### src/rtl/board_io_pkg.sv
// Shared board I/O constants for the debounced switch/button inputs.
package board_io_pkg;

  localparam int BOARD_NUM_SW       = 8;
  localparam int BOARD_NUM_BTN      = 5;
  localparam int BOARD_NUM_CH       = BOARD_NUM_SW + BOARD_NUM_BTN;
  localparam int DEBOUNCE_CNT_WIDTH = 20;
  localparam logic [DEBOUNCE_CNT_WIDTH-1:0] DEBOUNCE_DEFAULT_LIMIT = 20'd1_000_000; // 10 ms at 100 MHz

  localparam int BOARD_SW_BASE  = 0;
  localparam int BOARD_BTN_BASE = BOARD_NUM_SW;

  // Init window spans SYNC_STAGES+1 cycles; one extra state marks it finished.
  function automatic int init_cnt_width(input int sync_stages);
    return $clog2(sync_stages + 2);
  endfunction

endpackage

### src/rtl/board_input_debounce_if.sv
// Pin-side and register-side signal bundle of the input debounce block.
interface board_input_debounce_if
  import board_io_pkg::*;
#(
  parameter int NUM_CH    = BOARD_NUM_CH,
  parameter int CNT_WIDTH = DEBOUNCE_CNT_WIDTH
);
  logic [NUM_CH-1:0]    in_raw;
  logic [CNT_WIDTH-1:0] debounce_limit;
  logic [NUM_CH-1:0]    rise_mask;
  logic [NUM_CH-1:0]    fall_mask;
  logic [NUM_CH-1:0]    irq_clear;
  logic [NUM_CH-1:0]    in_stable;
  logic [NUM_CH-1:0]    rise_pulse;
  logic [NUM_CH-1:0]    fall_pulse;
  logic [NUM_CH-1:0]    irq_status;
  logic                 irq;

  modport master (
    output in_raw, debounce_limit, rise_mask, fall_mask, irq_clear,
    input  in_stable, rise_pulse, fall_pulse, irq_status, irq
  );

  modport slave (
    input  in_raw, debounce_limit, rise_mask, fall_mask, irq_clear,
    output in_stable, rise_pulse, fall_pulse, irq_status, irq
  );
endinterface

### src/rtl/board_debounce_ch.sv
// One input channel: synchroniser, stability counter, debounced level and edge pulses.
module board_debounce_ch #(
  parameter int CNT_WIDTH   = 20,
  parameter int SYNC_STAGES = 2
) (
  input  logic                 clk,
  input  logic                 resetn,
  input  logic                 in_raw,
  input  logic [CNT_WIDTH-1:0] debounce_limit,
  input  logic                 init_load,
  output logic                 in_stable,
  output logic                 rise_pulse,
  output logic                 fall_pulse
);

  logic [SYNC_STAGES-1:0] sync_q;
  logic [CNT_WIDTH-1:0]   cnt;
  logic                   sync_lvl;

  assign sync_lvl = sync_q[SYNC_STAGES-1];

  always_ff @(posedge clk or negedge resetn) begin
    if (!resetn) begin
      sync_q     <= '0;
      cnt        <= '0;
      in_stable  <= 1'b0;
      rise_pulse <= 1'b0;
      fall_pulse <= 1'b0;
    end else begin
      sync_q     <= {sync_q[SYNC_STAGES-2:0], in_raw};
      rise_pulse <= 1'b0;
      fall_pulse <= 1'b0;
      if (init_load) begin
        // boot capture: adopt the pin level silently
        in_stable <= sync_lvl;
        cnt       <= '0;
      end else if (sync_lvl == in_stable) begin
        cnt <= '0;
      end else if (cnt >= debounce_limit) begin
        in_stable  <= sync_lvl;
        cnt        <= '0;
        rise_pulse <= sync_lvl;
        fall_pulse <= ~sync_lvl;
      end else begin
        cnt <= cnt + CNT_WIDTH'(1);
      end
    end
  end

endmodule

### src/rtl/board_input_debounce.sv
// Debounce, edge detect and sticky maskable interrupt status for board inputs.
// Optional boot capture window enabled by BOARD_DEBOUNCE_INIT_CAPTURE_EN.
module board_input_debounce
  import board_io_pkg::*;
#(
  parameter int NUM_CH      = BOARD_NUM_CH,
  parameter int CNT_WIDTH   = DEBOUNCE_CNT_WIDTH,
  parameter int SYNC_STAGES = 2
) (
  input logic                   clk,
  input logic                   resetn,
  board_input_debounce_if.slave bus
);

  if (SYNC_STAGES < 2 || SYNC_STAGES > 4) begin : g_bad_sync
    $error("SYNC_STAGES must be in 2..4");
  end

  logic              init_load;
  logic [NUM_CH-1:0] stable;
  logic [NUM_CH-1:0] rise;
  logic [NUM_CH-1:0] fall;
  logic [NUM_CH-1:0] status_q;
  logic [NUM_CH-1:0] set_evt;
  logic              irq_q;

`ifdef BOARD_DEBOUNCE_INIT_CAPTURE_EN
  localparam int INIT_W = init_cnt_width(SYNC_STAGES);
  localparam logic [INIT_W-1:0] INIT_LEN = INIT_W'(SYNC_STAGES + 1);

  logic [INIT_W-1:0] init_cnt;

  always_ff @(posedge clk or negedge resetn) begin
    if (!resetn)
      init_cnt <= '0;
    else if (init_cnt != INIT_LEN)
      init_cnt <= init_cnt + INIT_W'(1);
  end

  assign init_load = (init_cnt != INIT_LEN);
`else
  assign init_load = 1'b0;
`endif

  for (genvar g = 0; g < NUM_CH; g++) begin : g_ch
    board_debounce_ch #(
      .CNT_WIDTH   (CNT_WIDTH),
      .SYNC_STAGES (SYNC_STAGES)
    ) u_ch (
      .clk            (clk),
      .resetn         (resetn),
      .in_raw         (bus.in_raw[g]),
      .debounce_limit (bus.debounce_limit),
      .init_load      (init_load),
      .in_stable      (stable[g]),
      .rise_pulse     (rise[g]),
      .fall_pulse     (fall[g])
    );
  end

  assign set_evt = (rise & bus.rise_mask) | (fall & bus.fall_mask);

  // set has priority over a coincident clear
  always_ff @(posedge clk or negedge resetn) begin
    if (!resetn) begin
      status_q <= '0;
      irq_q    <= 1'b0;
    end else begin
      status_q <= (status_q & ~bus.irq_clear) | set_evt;
      irq_q    <= |status_q;
    end
  end

  assign bus.in_stable  = stable;
  assign bus.rise_pulse = rise;
  assign bus.fall_pulse = fall;
  assign bus.irq_status = status_q;
  assign bus.irq        = irq_q;

endmodule

### src/flat_wrapper.sv
// flat-port wrapper written by rule: the top's interface ports become plain ports
module board_input_debounce_flat import board_io_pkg::*;
#(
  parameter int NUM_CH      = BOARD_NUM_CH,
  parameter int CNT_WIDTH   = DEBOUNCE_CNT_WIDTH,
  parameter int SYNC_STAGES = 2
)
  (clk, resetn, bus_in_raw, bus_debounce_limit, bus_rise_mask, bus_fall_mask, bus_irq_clear, bus_in_stable, bus_rise_pulse, bus_fall_pulse, bus_irq_status, bus_irq);
  board_input_debounce_if #(.NUM_CH(NUM_CH), .CNT_WIDTH(CNT_WIDTH)) bus_i ();
  input logic clk;
  input logic resetn;
  input wire logic [$bits(bus_i.in_raw)-1:0] bus_in_raw;
  input wire logic [$bits(bus_i.debounce_limit)-1:0] bus_debounce_limit;
  input wire logic [$bits(bus_i.rise_mask)-1:0] bus_rise_mask;
  input wire logic [$bits(bus_i.fall_mask)-1:0] bus_fall_mask;
  input wire logic [$bits(bus_i.irq_clear)-1:0] bus_irq_clear;
  output wire logic [$bits(bus_i.in_stable)-1:0] bus_in_stable;
  output wire logic [$bits(bus_i.rise_pulse)-1:0] bus_rise_pulse;
  output wire logic [$bits(bus_i.fall_pulse)-1:0] bus_fall_pulse;
  output wire logic [$bits(bus_i.irq_status)-1:0] bus_irq_status;
  output wire logic [$bits(bus_i.irq)-1:0] bus_irq;
  assign bus_i.in_raw = bus_in_raw;
  assign bus_i.debounce_limit = bus_debounce_limit;
  assign bus_i.rise_mask = bus_rise_mask;
  assign bus_i.fall_mask = bus_fall_mask;
  assign bus_i.irq_clear = bus_irq_clear;
  assign bus_in_stable = bus_i.in_stable;
  assign bus_rise_pulse = bus_i.rise_pulse;
  assign bus_fall_pulse = bus_i.fall_pulse;
  assign bus_irq_status = bus_i.irq_status;
  assign bus_irq = bus_i.irq;
  board_input_debounce #(.NUM_CH(NUM_CH), .CNT_WIDTH(CNT_WIDTH), .SYNC_STAGES(SYNC_STAGES)) u_core (.clk(clk), .resetn(resetn), .bus(bus_i));
endmodule
### config.mk
export PLATFORM = sky130hd
export DESIGN_NAME = board_input_debounce_flat
export DESIGN_NICKNAME = d
export VERILOG_FILES = /design/src/rtl/board_io_pkg.sv /design/src/rtl/board_input_debounce_if.sv /design/src/rtl/board_debounce_ch.sv /design/src/rtl/board_input_debounce.sv /design/src/flat_wrapper.sv
export SDC_FILE = /design/constraint.sdc
export NUM_CORES = 1
export LEC_CHECK = 0
export CELL_PAD_IN_SITES_DETAIL_PLACEMENT = 2
export CELL_PAD_IN_SITES_GLOBAL_PLACEMENT = 2
export CORE_ASPECT_RATIO = 1.5
export CORE_MARGIN = 4
export CORE_UTILIZATION = 37
export DETAILED_ROUTE_END_ITERATION = 10
export HOLD_SLACK_MARGIN = 0.06
export PLACE_DENSITY_LB_ADDON = 0.1
export SLEW_MARGIN = 20
export SYNTH_ARGS = -nofsm -noshare
export SYNTH_HDL_FRONTEND = slang
export SYNTH_SLANG_ARGS = --single-unit
export TNS_END_PERCENT = 100
### constraint.sdc
create_clock -name clk -period 2.8 [get_ports clk]
set_input_delay 0.28 -clock clk [delete_from_list [all_inputs] [get_ports clk]]
set_output_delay 0.28 -clock clk [all_outputs]
set_load 0.02 [all_outputs]
## After elaboration in Yosys (flattened, before gate mapping)

Cells that the tools add are included.

| operators by class | value |
|---|---|
| add/sub/neg operators | 13 |
| magnitude comparators | 13 |
| eq/ne operators | 13 |
| muxes and demuxes | 78 |
| bitwise gates (word level) | 32 |
| reductions and logical operators | 14 |

Operators by type and width:

| cell | count |
|---|---|
| two-way mux 20 bit | 26 |
| adder 20 x 1 -> 20 bit (second input constant) | 13 |
| >= comparator 20 bit | 13 |
| two-way mux 1 bit | 52 |
| bitwise AND 13 bit | 3 |
| NOT 1 bit | 26 |
| bitwise OR 13 bit | 2 |
| AND reduction 2 bit | 13 |
| equality test 1 bit | 13 |
| NOT 13 bit | 1 |
| OR reduction 13 bit | 1 |

| word-level totals | value |
|---|---|
| register bits | 339 |
| input bits | 74 |
| output and inout port bits | 53 |
| logic and storage cells | 230 |

## Logic depth before layout (Yosys ltp)

Gate-level depths: netlist of the first run.

| depth | value |
|---|---|
| word-level depth | 3 |
| gate-level depth with buffers | 9 |
| mapped depth without buffers | 8 |

## Hierarchy

Synthesis of the first run repeated with hierarchy kept, for this count alone.

| second synthesis, totals | value |
|---|---|
| cell total of the unflattened synthesis | 2,307 |
| area total of the unflattened synthesis | 22,112.5 um2 |

By module, submodules not included:

| module | instances | cells an instance | area each (um2) | sequential area each (um2) |
|---|---|---|---|---|
| board_debounce_ch | 13 | 173 | 1,655.3 | 625.6 |
| board_input_debounce | 1 | 58 | 593.1 | 350.3 |

## Least setup slack after synthesis of the first run

Ideal clock, no wire load.

| timing | value |
|---|---|
| path kind | input to register |
| start point | in bus_debounce_limit[13] |
| end point | reg u_core.g_ch[6].u_ch.cnt[11] |
| setup time | 0.069 ns |
| arrival | 2.163 ns |
| data required time | 2.731 ns |
| path slack | 0.567 ns |
| stages | 9 |
| buffers on the path | 1 |
| path through | inv_1 > ha_1 > a21o_1 > a221o_1 > o2bb2ai_2 > a211oi_4 > nand2_4 > buf_12 > nor2_4 |

| on the way | value |
|---|---|
| word-level cells in the longest chain between the ends | 3 |

Ends and longest elaborated chain:

| item | line | text |
|---|---|---|
| from (decl) | flat_wrapper.sv:13 | `input wire logic [$bits(bus_i.debounce_limit)-1:0] bus_debounce_limit;` |
| >= comparator 20 bit | board_debounce_ch.sv:39 | `end else if (cnt >= debounce_limit) begin` |
| two-way mux 20 bit | board_debounce_ch.sv:39 |  |
| two-way mux 20 bit | board_debounce_ch.sv:37 | `end else if (sync_lvl == in_stable) begin` |
| to (signal assigned) | board_debounce_ch.sv:45 | `cnt <= cnt + CNT_WIDTH'(1);` |
| to (decl) | board_debounce_ch.sv:17 | `logic [CNT_WIDTH-1:0] cnt;` |

Every way passes these cells.
A chain may end at the register's enable or synchronous reset.

## Worst setup path after layout of the first run

| timing | value |
|---|---|
| start point | in bus_debounce_limit[13] |
| end point | reg u_core.g_ch[7].u_ch.cnt[9] |

| on the way | value |
|---|---|
| word-level cells in the longest chain between the ends | 3 |

Ends and longest elaborated chain:

| item | line |
|---|---|
| >= comparator 20 bit | board_debounce_ch.sv:39 |
| two-way mux 20 bit | board_debounce_ch.sv:39 |
| two-way mux 20 bit | board_debounce_ch.sv:37 |
| to (signal assigned) | board_debounce_ch.sv:45 |
| to (decl) | board_debounce_ch.sv:17 |

Every way passes these cells.

==> results of run 1 <==
[cells in the mapped netlist, types with 7 or more instances]
| cell | instances | share of area (%) |
|---|---|---|
| nand2_1 | 127 | 2.3 |
| ha_1 | 273 | 17 |
| buf_4 | 39 | 1.4 |
| nor2_4 | 9 | 0.49 |
| nor2b_1 | 14 | 0.43 |
| nor3b_1 | 22 | 0.81 |
| nand3_1 | 111 | 2.7 |
| and4_1 | 21 | 0.90 |
| nor4_1 | 10 | 0.31 |
| o21ai_0 | 54 | 1.3 |
| clkbuf_1 | 11 | 0.20 |
| xnor2_1 | 88 | 3.8 |
| a21oi_1 | 86 | 2.1 |
| and3_1 | 57 | 1.7 |
| buf_2 | 7 | 0.17 |
| a22oi_1 | 13 | 0.48 |
| xor2_1 | 157 | 6.7 |
| mux2_1 | 8 | 0.44 |
| dfrtp_1 | 339 | 41 |
| nand2b_1 | 12 | 0.37 |
| a211oi_1 | 8 | 0.29 |
| inv_1 | 69 | 1.3 |
| nor3_1 | 14 | 0.34 |
| nand4_1 | 78 | 2.4 |
| nor2_1 | 321 | 5.9 |
| a21o_1 | 25 | 0.92 |
| o211a_1 | 12 | 0.59 |
[worst max-delay path by stage]
stage                               startpoint                              end  cells after the start
finish                  bus_debounce_limit[13]       u_core.g_ch[7].u_ch.cnt[9]                     12
detailed placement      bus_debounce_limit[13]       u_core.g_ch[7].u_ch.cnt[9]                     12
global route            bus_debounce_limit[13]      u_core.g_ch[7].u_ch.cnt[15]                     12
CTS                 u_core.g_ch[4].u_ch.cnt[0]    u_core.g_ch[4].u_ch.in_stable                      8
floorplan               bus_debounce_limit[13]      u_core.g_ch[6].u_ch.cnt[11]                      9
global placement        bus_debounce_limit[13]  u_core.g_ch[10].u_ch.fall_pulse                     11
[what timing repair did]
action	CTS	global route
endpoints found under the hold margin	70	0
hold buffers	1	0
gates resized for setup	0	0
[metal layers]
metal	part of all wire (%)	global-route usage (%)	vias to the layer above
met5	0	0	-
met3	3.4	2.81	92
met1	40	25.5	8334
met2	54	43.6	242
li1	-	-	7622
met4	2.8	6.20	0
[registers in the layout (all words and copies together) (netlist names)]
register                     cells
u_core.g_ch.u_ch.cnt           260
u_core.bus.irq                   1
u_core.bus.irq_status           13
u_core.g_ch.u_ch.rise_pulse     13
u_core.g_ch.u_ch.in_stable      13
u_core.g_ch.u_ch.sync_q         26
u_core.g_ch.u_ch.fall_pulse     13
[stage by stage]
step	total power, W	worst slack (ns)	std cells
floorplan	0.00552	0.567	2067
global placement	0.00610	-0.208	2921
detailed placement	0.00616	-0.221	2921
CTS	0.0119	0.323	2991
global route	0.0122	0.111	2991
finish	0.0116	0.326	2991
[logic make-up after synthesis]
logic type               after synthesis
AO/OA/AOI/OAI                        236
adder cells (fa/ha/maj)              273
multiplexers                          13
XOR/XNOR                             245
AND/OR/NAND/NOR                      834
flip-flops                           339
buffers and inverters                127
[area by class of cell]
class                      instances  area [um^2]
fill                            5813        30100
multi-input combinational       1601        11400
sequential                       339         8480
timing repair buffer             218         2350
clock buffer                      51         1120
tap                              695          870
inverter                          69          259
clock inverter                    18          251
[power groups by stage]
stage	combinational [W]	sequential, W	clock (W)
finish	0.00100	0.00505	0.00558
floorplan	0.000411	0.00511	0
detailed placement	0.00102	0.00514	0
global placement	0.000970	0.00513	0
CTS	0.00104	0.00505	0.00577
global route	0.00113	0.00506	0.00600
==> results.ini, run 1 <==
[hold_path]
worstHoldStart = bus_in_raw[2]
holdPathEnd = u_core.g_ch[2].u_ch.sync_q[0]
hold_depth = 1
holdCritPathClass = in2reg

[detailed_routing]
post-route-drc-count = 0
firstDrtPassIters = 4
via_per_inst = 5.45
finalWirelength_um = 65700
wl_per_cell_um = 22.0
ant_nets = 0
first_iter_violations = 389
vias = 16300

[cells_and_area]
mostFrequentLayoutCells = dfrtp_1 (339), nor2_1 (321), ha_1 (273)
final_cell_area_mm2 = 0.0247
post-route-util_pct = 45.1
nNetsFinal = 2615
layout_commonest_cell = dfrtp_1
area_delta_synth_final_pct = 20.5
drive_gt1_share_pct = 8.80
n_antenna_cell = 0

[power_and_ir_drop]
p_clk_share_pct = 48.0
peakVddDrop_uv = 311
p_sw_share_pct = 24.7
p_int_w = 0.00876
p_per_area_mw_per_mm2 = 471
cellLeakagePower_nw = 11.6
p_seq_share_pct = 43.4
p_sw_w = 0.00287
power_frac_comb_pct = 8.6

[synth]
yosysWarningCount = 0
synth.avg_cell_area_um2 = 9.92
yosys_register_bits = 339
muxShareOfSynthArea_pct = 0.714
synthSimpleGateAreaFrac_pct = 20.2
synth_nets = 2414
synth_top_family_by_area = simple AND/OR/NAND/NOR gates
ys.flop_type = dfrtp_1
seq_area_frac_synth_pct = 41.4
synth-adder-area-share_pct = 16.7
synth_cell_types = 60
synthCells = 2067
synth_xor_area_share_pct = 10.5
synth_edf_count = 0
synth_compound_area_share_pct = 7.45
synth_async_sr_flop_share_pct = 100
netlist_area_mm2 = 0.0205

[critical_path]
r2r-start = u_core.g_ch[4].u_ch.cnt[0]
cp_cell_sequence = clkdlybuf4s50_1 > inv_1 > buf_4 > ha_1 > nand4_1 > nor4_1 > buf_4 > a221oi_1 > nand4_1 > nand2b_1 > buf_12 > nor2_1
crit_path_max_fanout = 20
cp-end-kind = flip-flop
required_ns = 3.29
start_kind = input pin
cp_num_buf_inv = 5
worst_r2r_endpoint = u_core.g_ch[4].u_ch.in_stable
critPathKind = in2reg
r2r_slack_ns = 0.36
cpPeakStageDelay_ns = 0.40
worst_path_max_delay_cell = clkdlybuf4s50_1
cpLargestDelayFamily = buffers and inverters
rr_worst_depth = 8
cp.arrival_ns = 2.96

[floorplanning]
ios = 127
die_w_um = 200
initial_core_util_pct = 37.4
die_height_um = 296
die_area_mm2 = 0.0593
num_rows = 105
core_mm2 = 0.0548

[place]
globalplace.congestion = 0.780
dpl_cell_area_mm2 = 0.0233
io_buffers = 126
post-dp-hpwl_um = 47400

[clocking]
cts_buffer_depth = 3
h-tree-depth = 2
cts-buffers-inserted = 39
post_cts_buffers = 0
cts.sinks = 339
clk_pin_slew_worst_paths_ns = 0.07
clock_latency_ns = 0.56
root_buffer = clkbuf_16
cts_tree = yes

[grt]
grt_pass1_wl_um = 105000
grt_usage_pct = 22.3
grt-ovfl-total = 0
grt_max_degree = 78
grt_pass1_vias = 18800
antenna_found_initial = 2

[flow_run]
drv_cap = 0

[timing]
finalCritPeriodShare_pct = 88.4
tightest_slew_ns = 0.699
finalClockSkew_ns = 0.0103
rsz0062_at_grt = false
fin_setup_tns_ns = 0
hold_viol = 0
fin_hold_ws_ns = 0.158
slew_violations = 0
relSlewSlack_pct = 53.0
max_freq_ghz = 0.404
setup-violations-final = 0
period_minus_slack_ns = 2.47

[run_status]
status = finished, final reports clean

(Power assumes the default switching activity.)
==> run 2, diff against run 1 <==
- ABC_AREA: not set -> 1
- CORE_UTILIZATION: 37 -> 36
==> run 2 against run 1 <==
Net effect: sequential share of layout area decreased by 2.6 points; setup slack improved by 0.37 ns; die area increased by 14%; final cell count increased by 32%; final area increased by 8.0%; combinational power increased by 5%; clock power decreased by 5.2%; largest power group unchanged.
==> results.ini, run 2 <==
[run_status]
status = finished, final reports clean  ; unchanged

[clocking]
cts.sinks = 339  ; unchanged
clock_latency_ns = 0.58  ; was 0.56 ns
cts_tree = yes  ; unchanged
cts-buffers-inserted = 41  ; was 39
post_cts_buffers = 0  ; unchanged
cts_resized = 0  ; unchanged
root_buffer = clkbuf_16  ; unchanged
cts_buffer_depth = 3  ; unchanged
clk_pin_slew_worst_paths_ns = 0.06  ; was 0.07 ns
h-tree-depth = 2  ; unchanged

[timing]
slew_violations = 0  ; unchanged
finalClockSkew_ns = 0.0248  ; was 0.0103 ns
max_freq_ghz = 0.476  ; was 0.404 GHz
rsz0062_at_grt = false  ; unchanged
hold_viol = 0  ; unchanged
fin_hold_ws_ns = 0.148  ; was 0.158 ns
tightest_slew_ns = 0.561  ; was 0.699 ns
period_minus_slack_ns = 2.10  ; was 2.47 ns
setup-violations-final = 0  ; unchanged
finalCritPeriodShare_pct = 75.0  ; was 88.4%
relSlewSlack_pct = 62.6  ; was 53.0%
fin_setup_tns_ns = 0  ; unchanged

[critical_path]
start_kind = input pin  ; unchanged
critPathLaunch = bus_debounce_limit[17]  ; was bus_debounce_limit[13]
critPathKind = in2reg  ; unchanged
cpPeakStageDelay_ns = 0.46  ; was 0.40 ns
r2r-start = u_core.g_ch[1].u_ch.cnt[14]  ; was u_core.g_ch[4].u_ch.cnt[0]
worst_path_max_delay_cell = clkdlybuf4s50_1  ; unchanged
cp.arrival_ns = 2.59  ; was 2.96 ns
cp-end-kind = flip-flop  ; unchanged
crit_path_max_fanout = 20  ; unchanged
required_ns = 3.30  ; was 3.29 ns
cp_cell_sequence = clkdlybuf4s50_1 > inv_1 > buf_12 > ha_1 > nand2_1 > nor2_1 > nand2_1 > inv_1 > nand2_1 > nand3_1 > nor2_1 > nand3_1 > buf_12 > nor2_1  ; was clkdlybuf4s50_1 > inv_1 > buf_4 > ha_1 > nand4_1 > nor4_1 > buf_4 > a221oi_1 > nand4_1 > nand2b_1 > buf_12 > nor2_1

[cells_and_area]
regMostFlops = u_core.g_ch.u_ch.cnt  ; unchanged
layout_commonest_cell = nand2_1  ; was dfrtp_1
seqCellArea_mm2 = 0.00848  ; unchanged
top_regs = u_core.g_ch.u_ch.cnt (260), u_core.g_ch.u_ch.sync_q (26)  ; unchanged
multi_input_area_mm2 = 0.0125  ; was 0.0114 mm^2
area_delta_synth_final_pct = 16.8  ; was 20.5%
fill_cells = 7201  ; was 5813
nNetsFinal = 3462  ; was 2615
mostFrequentLayoutCells = nand2_1 (816), nor2_1 (479), inv_1 (378)  ; was dfrtp_1 (339), nor2_1 (321), ha_1 (273)
largest_reg_flops = 260  ; unchanged
drive_gt1_share_pct = 5.86  ; was 8.80%

[power_and_ir_drop]
finalPower_w = 0.0114  ; was 0.0116 W
p_per_area_mw_per_mm2 = 426  ; was 471 mW/mm^2
peakVddDrop_uv = 326  ; was 311 uV
cellLeakagePower_nw = 13.3  ; was 11.6 nW

[synth]
synth_nets = 3313  ; was 2414
synth.avg_cell_area_um2 = 7.70  ; was 9.92 um^2
ys.flop_type = dfrtp_1  ; unchanged
synth_cell_types = 35  ; was 60
synthCells = 2966  ; was 2067
yosys_register_bits = 339  ; unchanged
synth_edf_count = 0  ; unchanged
synth_async_sr_flop_share_pct = 100  ; unchanged
seq_area_frac_synth_pct = 37.1  ; was 41.4%
yosysWarningCount = 0  ; unchanged
netlist_area_mm2 = 0.0228  ; was 0.0205 mm^2
synth.top_cells.by_count = nand2_1 (816), nor2_1 (479), inv_1 (378), dfrtp_1 (339), ha_1 (273)  ; was dfrtp_1 (339), nor2_1 (321), ha_1 (273), xor2_1 (157), nand2_1 (127)
yosysTopAreaCellShare_pct = 37.1  ; was 41.4%
synth_most_common_cell = nand2_1  ; was dfrtp_1
synth.largest_area_cell = dfrtp_1  ; unchanged
synth.top_cells.by_area = dfrtp_1 (37%), ha_1 (15%), nand2_1 (13%)  ; was dfrtp_1 (41%), ha_1 (17%), xor2_1 (6.7%)

[floorplanning]
core_mm2 = 0.0625  ; was 0.0548 mm^2
initial_core_util_pct = 36.6  ; was 37.4%
die_height_um = 317  ; was 296 um
die_area_mm2 = 0.0676  ; was 0.0593 mm^2
ios = 127  ; unchanged
die_w_um = 214  ; was 200 um
num_rows = 112  ; was 105

[detailed_routing]
drt-met1-wl_um = 30200  ; was 26400 um
via_per_inst = 5.07  ; was 5.45
ant_nets = 0  ; unchanged
wl_met3_um = 2650  ; was 2260 um
vias = 20000  ; was 16300
post-route-drc-count = 0  ; unchanged
finalWirelength_um = 77000  ; was 65700 um
first_iter_violations = 708  ; was 389
wl_met2_um = 41600  ; was 35200 um
wl_per_cell_um = 19.5  ; was 22.0 um
top_layer_used = met4  ; unchanged
firstDrtPassIters = 5  ; was 4

[hold_path]
holdCritPathClass = in2async  ; was in2reg

[grt]
grt_pass1_vias = 23000  ; was 18800
grt_usage_pct = 23.0  ; was 22.3%
grt-ovfl-total = 0  ; unchanged
grt_max_degree = 90  ; was 78
grt_pass1_wl_um = 123000  ; was 105000 um
antenna_found_initial = 6  ; was 2

[flow_run]
drv_cap = 0  ; unchanged

[place]
globalplace.congestion = 0.803  ; was 0.780
io_buffers = 126  ; unchanged
post-dp-hpwl_um = 56800  ; was 47400 um

[run 2: worst paths after layout]
path | to | slack [ns] | cells past startpoint
max | u_core.g_ch[10].u_ch.cnt[14] | 0.70 | 14
min | u_core.g_ch[12].u_ch.cnt[3] | 0.15 | 2
max reg2reg | u_core.g_ch[1].u_ch.cnt[18] | 0.71 | 11
min reg2reg | u_core.g_ch[11].u_ch.sync_q[1] | 0.35 | 0
max in group asynchronous | u_core.g_ch[11].u_ch.cnt[7] | 1.75 | 4
min in group clk | u_core.g_ch[9].u_ch.sync_q[0] | 0.15 | 1
[run 2: metal layers]
metal	vias up	global-route usage, %
met5	-	0
met4	0	7.20
met3	99	3.10
met2	259	44.4
met1	10000	26.0
li1	9568	-
[run 2: report_power, final]
group	internal, W	leakage (nW)	total [W]	switching [W]
Sequential	0.00496	4.64	0.00504	0.0000707
Combinational	0.000398	8.03	0.00105	0.000649
Clock	0.00308	0.642	0.00529	0.00221
[run 2: area by class of cell]
type	count	area share (%)
Sequential cell	339	31.8
Antenna cell	1	0.00938
Clock inverter	12	0.441
Tap cell	798	3.74
Clock buffer	54	4.36
Timing Repair Buffer	174	7.51
Inverter	383	5.39
Multi-Input combinational cell	2176	46.8
[run 2: cells by family after synthesis]
logic type,synth area share [%]
xor gates and xnor gates,7.21
adders and majority gates,15.0
buffers and inverters,8.23
DFF,37.1
AOI/OAI and AO/OA,2.52
and+or+nand+nor,30.0
[run 2: timing repair]
action                     4_1_cts  5_1_grt
hold endpoints to repair       298        0
hold buffers                     1        0
setup endpoints to repair        0        0
[run 2: per-stage QoR]
step	std cells	instance area (um^2)	utilization, %	setup slack, ns
after floorplan	2966	22800	-	1.05
after global placement	3869	25400	40.6	0.141
after detailed placement	3869	25400	40.6	0.0827
after CTS	3936	26700	42.7	0.644
after global routing	3936	26700	42.7	0.431
final	3937	26700	42.7	0.700
[run 2: worst max-delay path, delay by kind of cell]
kind,cells,cell delay [ns]
fa+ha+maj,1,0.31
buf+inv,5,1.04
simple gates,8,0.95
==> run 3, diff against run 2 <==
- clock period: 2.8 -> 2.1 ns (I/O delays scaled with it)
==> run 3 against run 2 <==
Net effect: setup slack got worse by 0.61 ns; sequential cell count unchanged; final cell count grew 2.2%; wire length increased by 1.8%; hold slack worse by 0.051 ns.
==> results.ini, run 3 (synthesis results as in run 2) <==
[run_status]
status = finished, final reports clean  ; unchanged

[cells_and_area]
final_cell_area_mm2 = 0.0276  ; was 0.0267 mm^2
layout_commonest_cell = nand2_1  ; unchanged
area_delta_synth_final_pct = 20.8  ; was 16.8%
mostFrequentLayoutCells = nand2_1 (812), nor2_1 (465), inv_1 (378)  ; was nand2_1 (816), nor2_1 (479), inv_1 (378)
drive_gt1_share_pct = 9.30  ; was 5.86%
largest_reg_flops = 260  ; unchanged
nNetsFinal = 3546  ; was 3462
top_regs = u_core.g_ch.u_ch.cnt (260), u_core.g_ch.u_ch.sync_q (26)  ; unchanged
regMostFlops = u_core.g_ch.u_ch.cnt  ; unchanged

[power_and_ir_drop]
p_int_w = 0.0113  ; was 0.00844 W
p_per_area_mw_per_mm2 = 555  ; was 426 mW/mm^2
peakVddDrop_uv = 576  ; was 326 uV
p_clk_share_pct = 46.4  ; was 46.5%
power_frac_comb_pct = 9.7  ; was 9.2%
p_seq_share_pct = 43.8  ; was 44.3%
cellLeakagePower_nw = 13.8  ; was 13.3 nW
p_sw_share_pct = 25.9  ; was 25.7%
p_sw_w = 0.00397  ; was 0.00293 W

[timing]
finalClockSkew_ns = 0.0196  ; was 0.0248 ns
finalCritPeriodShare_pct = 95.5
tightest_slew_ns = 0.468  ; was 0.561 ns
max_freq_ghz = 0.499
setup-violations-final = 0  ; unchanged
relSlewSlack_pct = 68.8  ; was 62.6%
slew_violations = 0  ; unchanged
period_minus_slack_ns = 2.01
hold_viol = 0  ; unchanged
fin_setup_tns_ns = 0  ; unchanged

[hold_path]
holdCritPathClass = in2reg  ; was in2async

[critical_path]
cp.arrival_ns = 2.46  ; was 2.59 ns
worst_path_max_delay_cell = dfrtp_1  ; was clkdlybuf4s50_1
required_ns = 2.55  ; was 3.30 ns
critPathKind = reg2reg  ; was in2reg
crit_path_max_fanout = 10  ; was 20
cp_cell_sequence = ha_1 > nand2_1 > nor2_2 > nor3b_4 > nor2b_2 > nand2_1 > nand3_4 > clkbuf_16 > nor2_1  ; was clkdlybuf4s50_1 > inv_1 > buf_12 > ha_1 > nand2_1 > nor2_1 > nand2_1 > inv_1 > nand2_1 > nand3_1 > nor2_1 > nand3_1 > buf_12 > nor2_1
cp-end-kind = flip-flop  ; unchanged
start_kind = flip-flop  ; was input pin
cpMostUsedCell = nand2_1
cpPeakStageDelay_ns = 0.42  ; was 0.46 ns

[floorplanning]
initial_core_util_pct = 36.6  ; unchanged
die_w_um = 214  ; unchanged
die_area_mm2 = 0.0676  ; unchanged
ios = 127  ; unchanged
num_rows = 112  ; unchanged
core_mm2 = 0.0625  ; unchanged
die_height_um = 317  ; unchanged

[detailed_routing]
firstDrtPassIters = 4  ; was 5
finalWirelength_um = 78400  ; was 77000 um
post-route-drc-count = 0  ; unchanged
wl_per_cell_um = 19.5  ; about the same
first_iter_violations = 777  ; was 708
vias = 20400  ; was 20000
via_per_inst = 5.06  ; was 5.07
ant_nets = 0  ; unchanged

[clocking]
clk_pin_slew_worst_paths_ns = 0.06  ; about the same
h-tree-depth = 2  ; unchanged
cts.sinks = 339  ; unchanged
cts_tree = yes  ; unchanged
clock_latency_ns = 0.58  ; about the same
cts_buffer_depth = 3  ; unchanged
cts-buffers-inserted = 41  ; unchanged
root_buffer = clkbuf_16  ; unchanged

[grt]
grt-ovfl-total = 0  ; unchanged
grt_pass1_vias = 23700  ; was 23000
antenna_found_initial = 1  ; was 6
grt_pass1_wl_um = 125000  ; was 123000 um
grt_max_degree = 77  ; was 90
grt_usage_pct = 23.5  ; was 23.0%

[place]
io_buffers = 126  ; unchanged
dpl_cell_area_mm2 = 0.0260  ; was 0.0254 mm^2
post-dp-hpwl_um = 58400  ; was 56800 um
globalplace.congestion = 0.822  ; was 0.803

[flow_run]
drv_cap = 0  ; unchanged

-- run 3: cell count changes in the layout (fill, tap and decap cells not counted), sizes merged --
cell and delta:
clkbuf +9, dlygate4sd3 +7, buf +76, clkinv -4
inv +1, bufinv -1
-- run 3: power by group through the flow --
stage / registers [W] / clock network (W) / logic (W)
2_1_floorplan: 0.00680 / 0 / 0.000631
6_report: 0.00671 / 0.00711 / 0.00149
3_3_place_gp: 0.00682 / 0 / 0.00139
4_1_cts: 0.00671 / 0.00736 / 0.00152
5_1_grt: 0.00672 / 0.00763 / 0.00168
3_5_place_dp: 0.00683 / 0 / 0.00149
-- run 3: timing repair --
item,CTS,global route
setup buffers,0,2
resized for setup,0,49
setup endpoints to repair,0,228
hold buffers,8,0
endpoints found under the hold margin,346,0
-- run 3: layer usage --
metal  vias to the layer above  GRT usage (%)  share of wire, %
li1                       9756              -                 -
met1                     10200           26.2                39
met2                       247           45.9                54
met3                       102           2.78               3.2
met4                         2           6.88               3.1
met5                         -              0             0.017
-- run 3: worst paths after layout --
| check | from | to | slack (ns) | depth (start not counted) |
|---|---|---|---|---|
| worst max-delay path | u_core.g_ch[1].u_ch.cnt[19] | u_core.g_ch[1].u_ch.cnt[16] | 0.09 | 9 |
| max in group asynchronous | resetn | u_core.g_ch[2].u_ch.cnt[18] | 1.21 | 3 |
| min in group asynchronous | resetn | u_core.g_ch[6].u_ch.cnt[8] | 0.12 | 2 |
| worst min register to register | u_core.g_ch[11].u_ch.sync_q[0] | u_core.g_ch[11].u_ch.sync_q[1] | 0.35 | 0 |
| worst min-delay path | bus_in_raw[7] | u_core.g_ch[7].u_ch.sync_q[0] | 0.1 | 1 |
| worst max register to register | u_core.g_ch[1].u_ch.cnt[19] | u_core.g_ch[1].u_ch.cnt[16] | 0.09 | 9 |
-- run 3: layout make-up --
class	instances	area [um^2]
diodes	1	2.50
inverters	383	1440
clock inverters	8	68.8
fillers	7180	34900
well taps	798	998
repair buffers	258	2750
clock buffers	62	1230
multi-input cells	2176	12600
flip-flops and latches	339	8500
-- run 3: critical path, delay by kind of cell, from the launching register on --
| kind | cells | cell delay [ns] |
|---|---|---|
| buffers and inverters | 1 | 0.17 |
| and+or+nand+nor | 7 | 0.99 |
| DFF | 1 | 0.42 |
| adders and majority gates | 1 | 0.31 |
-- run 3: metrics by stage --
stage          total power (W)  setup WS [ns]  hold slack [ns]  utilization [%]  std cells
2_1_floorplan          0.00743          0.424          -0.0856                -       2966
3_3_place_gp           0.00821         -0.403            0.106             41.6       3943
3_5_place_dp           0.00832         -0.510            0.106             41.6       3943
4_1_cts                 0.0156        0.00454           0.0624             43.8       4021
5_1_grt                 0.0160        -0.0499           0.0721             44.2       4024
6_report                0.0153         0.0940           0.0969             44.2       4025
